===== src/rtl/commit_ctrl_pkg.sv =====
// Shared commit-path types: ROB entry layout, store size, zero-register id.
// Imported by the commit controller, its interface and the pipeline top.
`ifndef ZERO_REG
`define ZERO_REG 5'd0
`endif

package commit_ctrl_pkg;

  typedef enum logic [1:0] {
    BYTE   = 2'd0,
    HALF   = 2'd1,
    WORD   = 2'd2,
    DOUBLE = 2'd3
  } MEM_SIZE;

  typedef struct packed {
    logic        valid;
    logic [31:0] value;
    logic [4:0]  dest_reg;
    logic [31:0] dest_addr;
    logic        wr_mem;
    MEM_SIZE     mem_size;
    logic        halt;
  } ROB_ENTRY;

endpackage


===== src/rtl/commit_ctrl_if.sv =====
// Commit-side bundle: ROB head in, regfile write and store request out.
// master = commit controller, slave = ROB / regfile / memory side.
interface commit_ctrl_if;
  import commit_ctrl_pkg::*;

  ROB_ENTRY    head_entry;
  logic        head_ready;
  logic        mem_ready;
  logic        mem_ack;
  logic        rob_retire;
  logic        reg_wr_en;
  logic [4:0]  reg_wr_idx;
  logic [31:0] reg_wr_data;
  logic        st_req_valid;
  logic [31:0] st_req_addr;
  logic [31:0] st_req_data;
  MEM_SIZE     st_req_size;

  modport master (
    input  head_entry, head_ready,
    input  mem_ready, mem_ack,
    output rob_retire,
    output reg_wr_en, reg_wr_idx, reg_wr_data,
    output st_req_valid, st_req_addr,
    output st_req_data, st_req_size
  );

  modport slave (
    output head_entry, head_ready,
    output mem_ready, mem_ack,
    input  rob_retire,
    input  reg_wr_en, reg_wr_idx, reg_wr_data,
    input  st_req_valid, st_req_addr,
    input  st_req_data, st_req_size
  );

endinterface


===== src/rtl/commit_ctrl.sv =====
// In-order commit: retires ALU ops in zero cycles, drains stores through
// a request/ack handshake with a timeout, and parks on halt or mem error.
module commit_ctrl
  import commit_ctrl_pkg::*;
#(
  parameter int TIMEOUT_CYCLES = 255
) (
  input  logic         clock,
  input  logic         reset,
  commit_ctrl_if.master bus,
  output logic         halted,
  output logic         mem_error,
  output logic [31:0]  retire_count
);

  typedef enum logic [2:0] {
    IDLE, ST_REQ, ST_WAIT, HALTED, ERROR
  } state_t;

  state_t      st, nxt;
  logic [31:0] tmr;
  logic [31:0] cap_addr;
  logic [31:0] cap_data;
  MEM_SIZE     cap_size;
  logic        retire;
  logic        wr_en;
  logic        req;
  logic        ld;
  logic        expired;
  logic        head_go;

  assign head_go = bus.head_entry.valid && bus.head_ready;
  // last permitted cycle of the store window
  assign expired = (tmr == 32'(TIMEOUT_CYCLES - 1));

  always_comb begin
    nxt    = st;
    retire = 1'b0;
    wr_en  = 1'b0;
    req    = 1'b0;
    ld     = 1'b0;
    if (reset) begin
      nxt = IDLE;
    end else begin
      unique case (st)
        IDLE: begin
          if (head_go) begin
            if (bus.head_entry.halt) begin
              retire = 1'b1;
              nxt    = HALTED;
            end else if (bus.head_entry.wr_mem) begin
              ld  = 1'b1;
              nxt = ST_REQ;
            end else begin
              retire = 1'b1;
              wr_en  = (bus.head_entry.dest_reg != `ZERO_REG);
            end
          end
        end
        ST_REQ: begin
          req = 1'b1;
          if (bus.mem_ready && bus.mem_ack) begin
            retire = 1'b1;
            nxt    = IDLE;
          end else if (expired) begin
            nxt = ERROR;
          end else if (bus.mem_ready) begin
            nxt = ST_WAIT;
          end
        end
        ST_WAIT: begin
          if (bus.mem_ack) begin
            retire = 1'b1;
            nxt    = IDLE;
          end else if (expired) begin
            nxt = ERROR;
          end
        end
        HALTED:  nxt = HALTED;
        ERROR:   nxt = ERROR;
        default: nxt = IDLE;
      endcase
    end
  end

  always_ff @(posedge clock) begin
    if (reset) begin
      st           <= IDLE;
      tmr          <= '0;
      cap_addr     <= '0;
      cap_data     <= '0;
      cap_size     <= BYTE;
      retire_count <= '0;
    end else begin
      st <= nxt;
      if (ld) begin
        cap_addr <= bus.head_entry.dest_addr;
        cap_data <= bus.head_entry.value;
        cap_size <= bus.head_entry.mem_size;
        tmr      <= '0;
      end else if (st == ST_REQ || st == ST_WAIT) begin
        tmr <= tmr + 32'd1;
      end
      if (retire) retire_count <= retire_count + 32'd1;
    end
  end

  assign bus.rob_retire   = retire;
  assign bus.reg_wr_en    = wr_en;
  assign bus.reg_wr_idx   = wr_en ? bus.head_entry.dest_reg : 5'd0;
  assign bus.reg_wr_data  = wr_en ? bus.head_entry.value : 32'd0;
  assign bus.st_req_valid = req;
  assign bus.st_req_addr  = cap_addr;
  assign bus.st_req_data  = cap_data;
  assign bus.st_req_size  = cap_size;
  assign halted           = (st == HALTED);
  assign mem_error        = (st == ERROR);

endmodule


===== src/flat_wrapper.sv =====
// flat-port wrapper written by rule: the top's interface ports become plain ports
module commit_ctrl_flat import commit_ctrl_pkg::*;
#(
  parameter int TIMEOUT_CYCLES = 255
)
  (clock, reset, halted, mem_error, retire_count, bus_head_entry, bus_head_ready, bus_mem_ready, bus_mem_ack, bus_rob_retire, bus_reg_wr_en, bus_reg_wr_idx, bus_reg_wr_data, bus_st_req_valid, bus_st_req_addr, bus_st_req_data, bus_st_req_size);
  commit_ctrl_if bus_i ();
  input  logic clock;
  input  logic reset;
  output logic halted;
  output logic mem_error;
  output logic [31:0] retire_count;
  input wire logic [$bits(bus_i.head_entry)-1:0] bus_head_entry;
  input wire logic [$bits(bus_i.head_ready)-1:0] bus_head_ready;
  input wire logic [$bits(bus_i.mem_ready)-1:0] bus_mem_ready;
  input wire logic [$bits(bus_i.mem_ack)-1:0] bus_mem_ack;
  output wire logic [$bits(bus_i.rob_retire)-1:0] bus_rob_retire;
  output wire logic [$bits(bus_i.reg_wr_en)-1:0] bus_reg_wr_en;
  output wire logic [$bits(bus_i.reg_wr_idx)-1:0] bus_reg_wr_idx;
  output wire logic [$bits(bus_i.reg_wr_data)-1:0] bus_reg_wr_data;
  output wire logic [$bits(bus_i.st_req_valid)-1:0] bus_st_req_valid;
  output wire logic [$bits(bus_i.st_req_addr)-1:0] bus_st_req_addr;
  output wire logic [$bits(bus_i.st_req_data)-1:0] bus_st_req_data;
  output wire logic [$bits(bus_i.st_req_size)-1:0] bus_st_req_size;
  assign bus_i.head_entry = bus_head_entry;
  assign bus_i.head_ready = bus_head_ready;
  assign bus_i.mem_ready = bus_mem_ready;
  assign bus_i.mem_ack = bus_mem_ack;
  assign bus_rob_retire = bus_i.rob_retire;
  assign bus_reg_wr_en = bus_i.reg_wr_en;
  assign bus_reg_wr_idx = bus_i.reg_wr_idx;
  assign bus_reg_wr_data = bus_i.reg_wr_data;
  assign bus_st_req_valid = bus_i.st_req_valid;
  assign bus_st_req_addr = bus_i.st_req_addr;
  assign bus_st_req_data = bus_i.st_req_data;
  assign bus_st_req_size = bus_i.st_req_size;
  commit_ctrl #(.TIMEOUT_CYCLES(TIMEOUT_CYCLES)) u_core (.clock(clock), .reset(reset), .bus(bus_i), .halted(halted), .mem_error(mem_error), .retire_count(retire_count));
endmodule

===== config.mk =====
export PLATFORM = sky130hd
export DESIGN_NAME = commit_ctrl_flat
export DESIGN_NICKNAME = d
export VERILOG_FILES = /design/src/rtl/commit_ctrl_pkg.sv /design/src/rtl/commit_ctrl_if.sv /design/src/rtl/commit_ctrl.sv /design/src/flat_wrapper.sv
export SDC_FILE = /design/constraint.sdc
export NUM_CORES = 1
export LEC_CHECK = 0
export ABC_AREA = 1
export CAP_MARGIN = 10
export CORE_MARGIN = 2
export CORE_UTILIZATION = 42
export CTS_BUF_LIST = sky130_fd_sc_hd__clkbuf_16
export DETAILED_ROUTE_END_ITERATION = 7
export GPL_TIMING_DRIVEN = 0
export PLACE_DENSITY_LB_ADDON = 0.3
export SLEW_MARGIN = 5
export SYNTH_ARGS = -nofsm -noshare
export SYNTH_HDL_FRONTEND = slang
export SYNTH_SLANG_ARGS = --single-unit

===== constraint.sdc =====
create_clock -name clock -period 1.6 [get_ports clock]
set_clock_uncertainty 0.2 [all_clocks]
set_input_delay 0.16 -clock clock [delete_from_list [all_inputs] [get_ports clock]]
set_output_delay 0.16 -clock clock [all_outputs]
set_load 0.02 [all_outputs]

# Word-level counts from Yosys, hierarchy flattened
# Index checks and enable logic that the tools add are counted.
# op_classes
n_reduce_logical,7
add_sub_neg,2
n_mux,30
eq_ne,9
# ops
operator,n
adder 32 x 1 -> 32 bit (second input constant),2
equality test 32 x 8 -> 1 bit (second input constant),1
2-to-1 mux 32 bit,1
2-to-1 mux 3 bit,8
2-to-1 mux 1 bit,18
case mux 3 bit (5 select lines),1
equality test 3 x 2 -> 1 bit (second input constant),2
2-to-1 mux 5 bit,1
nonzero test 5 bit,1
inequality test 4 x 2 -> 1 bit (second input constant),1
AND reduction 4 bit,1
equality test 3 x 1 -> 1 bit (second input constant),1
equality test 3 bit (second input constant),1
logical NOT 3 bit,1
inequality test 3 x 2 -> 1 bit (second input constant),1
inequality test 3 bit (second input constant),1
case mux 1 bit (3 select lines),1
logical AND 1 bit,2
inequality test 2 x 1 -> 1 bit (second input constant),1
OR reduction 2 bit,1
logical OR 1 bit,1
# word_totals
out_inout_bits,140
word_cells,54
ff_bits,133
in_bits,79

# Depth between registers and ports, before layout
# depth
depth_word,7
ltp_mapped,11
depth_no_buf,11

# Least setup slack after synthesis
# No wires, ideal clock.
# synth_timing
path_kind,reg2out
startpoint,register u_core.st[2]
endpoint,output port bus_reg_wr_data[25]
stages_incl_launch_ff,9
t_arrival_ps,1474
n_path_buf,1
required_ps,1240
setup_slack_ps,-234
cell_sequence,dfxtp_1 -> nor2_2 -> nand2_1 -> inv_2 -> nand2_1 -> nor3_2 -> nand2_1 -> buf_2 -> nor2_1
# synth_via
elab_chain_cells,4
# synth_rtl
item,line,text
from (decl),commit_ctrl.sv:20,"state_t st, nxt;"
from (signal assigned),commit_ctrl.sv:95,st <= nxt;
logical NOT 3 bit,commit_ctrl.sv:45,unique case (st)
2-to-1 mux 1 bit,commit_ctrl.sv:45,
2-to-1 mux 1 bit,commit_ctrl.sv:42,if (reset) begin
2-to-1 mux 32 bit,commit_ctrl.sv:111,assign bus.reg_wr_data = wr_en ? bus.head_entry.value : 32'd0;
to (decl),flat_wrapper.sv:20,output wire logic [$bits(bus_i.reg_wr_data)-1:0] bus_reg_wr_data;
# Every way passes these cells.

# Final worst setup path
# layout_timing
startpoint,register u_core.st[2]
endpoint,output port bus_reg_wr_data[3]
# The elaborated chain is that of the path after synthesis.

==> impl_results.md <==
- DR iter-0 viols: roughly 670
- Grt total ovfl: 0
- Lkg Pwr: roughly 5.4 nW
- Die H: around 130 um
- Die Area: 16600 um2
- Final nets: between 1000 and 1500
- Area of the mapped netlist: around 6600 um2
- Filler instances: between 1000 and 1500
- Prevailing post-synth register cell: dfxtp_1
- Post-synth top area cell: dfxtp_1
- Gr usage total: between 20% and 30%
- Net Count, Synth: roughly 1100
- Top cells by area, synth: dfxtp_1, nand2_1, inv_1
- CTS sink count: ~130
- Htree depth: 4
- HP Class: primary input to flip-flop
- Final Max Slew Viols: 0
- Antenna viol nets, final: 0
- Via Count: 8091
- Crit start category: flip-flop
- Worst-Margin Slew: ~750 ps
- Worst EP required: 1240 ps
- Failing checks: setup timing
- CORE AREA: 15200 um2
- PortBufs: about 220
- Synth warn: 0
- CP endpoint kind: output pin
- Initial antenna violation count: 1
- Ports: 219
- CTS tree: done
- Via density: approximately 5.4
- Avg Cell Area, Syn: between 6 and 7 um2
- Routed WL: ~27 mm
- CP Class: flip-flop to output pin
- Final Util: between 70 and 80%
- Final Hold Violating Endpoints: 0
- Synth cell count leaders: nand2_1, inv_1, nor2_1
- CTS Buffer Depth: 2
- Yosys top cell area share: 40.6%
- Final min period: approximately 2400 ps
- Root Buffer: clkbuf_16
- Avg WL per Cell: 17.7 um
- #FFs+latches synth: 133
- Area of the multi-input gates: just over 4000 um2
- First-pass GRT wire length: roughly 37 mm
- Area Overhead vs Synth: 76.6%
- Gate Count Post-Synth: around 1000
- Post-synth EDFFs: 0
- Placement Setup Slack: -1180 ps
- Final worst-path cycle share: 147%
- Initial cell density of the core: a little over two fifths
- WP data arrival: roughly 2000 ps
- Maximum clock rate: 424 MHz
- Asr flop ratio synth: 0%
- Clock-pin slew of the registers on the worst-case setup and hold paths: roughly 60 ps
- Die width: 129 um
- Count of cell types in the netlist: 36
- Post-route DRC: 0
- Crit Path Max Fanout: 4
- Clk_lat worst skew: approximately 430 ps
- RSZ-0062 raised after global routing: yes
- P per Cell Area: 828 nW/um2
- FF/Latch Area: roughly 2700 um2
- Status: complete, but fails checks
- Register area share after synthesis: 40.6%
- Placer Congestion: about 0.9
- Drt pass-1 iters: 6
- Cts hold-fix bufs: 0
- Max_slew headroom: between 50% and 60%
- Vias in the first global route: about 7400
- Worst vdd ir: 0.826 mV
- Largest net degree at the start of global routing: 17
- Final setup fails: between 150 and 200
- Most frequent cell after synthesis: nand2_1
- Share of cells above drive strength 1: around 30%
- Max-cap violations: 0
- DP Wirelength: about 16 mm
- CTS buffer count: 17
- Core Rows: 45
- Setup ws final: -757 ps
[layout make-up]
| cell class | count | share of cell area [%] |
|---|---|---|
| well taps | 188 | 2.03 |
| clock buffers | 17 | 3.68 |
| flip-flops and latches | 133 | 23.5 |
| diodes | 1 | 0.0216 |
| repair buffers | 282 | 25.6 |
| multi-input cells | 678 | 35.2 |
| plain buffers | 28 | 2.78 |
| inverters | 170 | 5.64 |
| clock inverters | 15 | 1.55 |
[sequential cells by signal (all words and copies together) (netlist names)]
signal	count
u_core.tmr	32
u_core.bus.st_req_addr	32
u_core.bus.st_req_data	32
u_core.bus.st_req_size	2
u_core.retire_count	32
u_core.st	3
[worst paths after layout]
kind | slack (ps) | startpoint | cells after the start | end
max | -760 | u_core.st[2] | 10 | bus_reg_wr_data[3]
min | 70 | bus_head_entry[7] | 3 | u_core.bus.st_req_addr[3]
max reg2reg | -580 | u_core.st[2] | 14 | u_core.tmr[28]
min reg2reg | 250 | u_core.bus.st_req_addr[31] | 2 | u_core.bus.st_req_addr[31]
[power by group]
| group | internal [mW] | total, mW | switching, mW |
|---|---|---|---|
| clock network | 2.46 | 4.08 | 1.62 |
| logic | 1.01 | 2.05 | 1.04 |
| registers | 3.40 | 3.46 | 0.0642 |
[cells by family after synthesis]
kind of cell | after synthesis | share of synthesized area (%)
AOI/OAI and AO/OA | 154 | 12.1
and+or+nand+nor | 510 | 33.3
DFF | 133 | 40.6
xor gates and xnor gates | 10 | 1.34
adders and majority gates | 3 | 0.573
buffers and inverters | 200 | 12.1
[layer usage]
| metal | global-route usage (%) | up-vias | routed length [um] |
|---|---|---|---|
| met5 | 0 | - | 0 |
| met4 | 12.1 | 0 | 1080 |
| met3 | 7.23 | 94 | 2380 |
| met2 | 51.3 | 476 | 13800 |
| met1 | 33.1 | 3752 | 9460 |
| li1 | - | 3769 | - |
[per-stage QoR]
step / cell area (um2) / setup TNS [ps] / hold slack [ps] / total power [mW] / instances
5_1_grt: 11600 / -71810 / 97.9 / 9.85 / 1512
6_report: 11600 / -60560 / 73.6 / 9.58 / 1512
4_1_cts: 10700 / -54340 / 77.7 / 9.21 / 1493
2_1_floorplan: 6880 / -2560 / 97.0 / 4.17 / 1010
3_5_place_dp: 9290 / -97730 / 245 / 4.68 / 1415
3_3_place_gp: 9290 / -95290 / 236 / 4.67 / 1415
[critical path, stage by stage (launching register included)]
cell and delay (ps):
dfxtp_4 350, nor2_4 120, nand2_2 70, inv_2 70, nand2_2 60, nor3_4 230, nand2_4 130, buf_12 170
buf_4 140, nor2_2 80, buf_4 150
[layout by cell type, fill, tap and decap left out, types with 6 or more instances in the layout]
master and count:
nand3_2 8, nor3_2 7, buf_6 60, inv_2 11
nand4_1 11, dfxtp_4 6, nand3b_1 8, nand3_1 24
dlygate4sd2_1 72, dfxtp_1 104, nor3_1 17, nand2_1 224
nor2_4 48, nor2_1 88, buf_8 11, dlymetal6s2s_1 15
a21oi_1 22, dfxtp_2 23, clkbuf_16 21, buf_4 35
o21ai_0 61, nand2_4 14, o21ai_2 15, o21ai_1 16
nand2_2 28, clkdlybuf4s50_1 77, inv_1 154, nor2_2 12
xor2_1 10, buf_12 8, a21oi_2 26, nor3_4 8
[timing repair]
item / in CTS / in global routing
cloned: 8 / 4
setup buffers: 38 / 25
setup endpoints to repair: 263 / 198
pin swaps: 30 / 60
resized for setup: 493 / 195
Power figures use the tool's default switching activity.
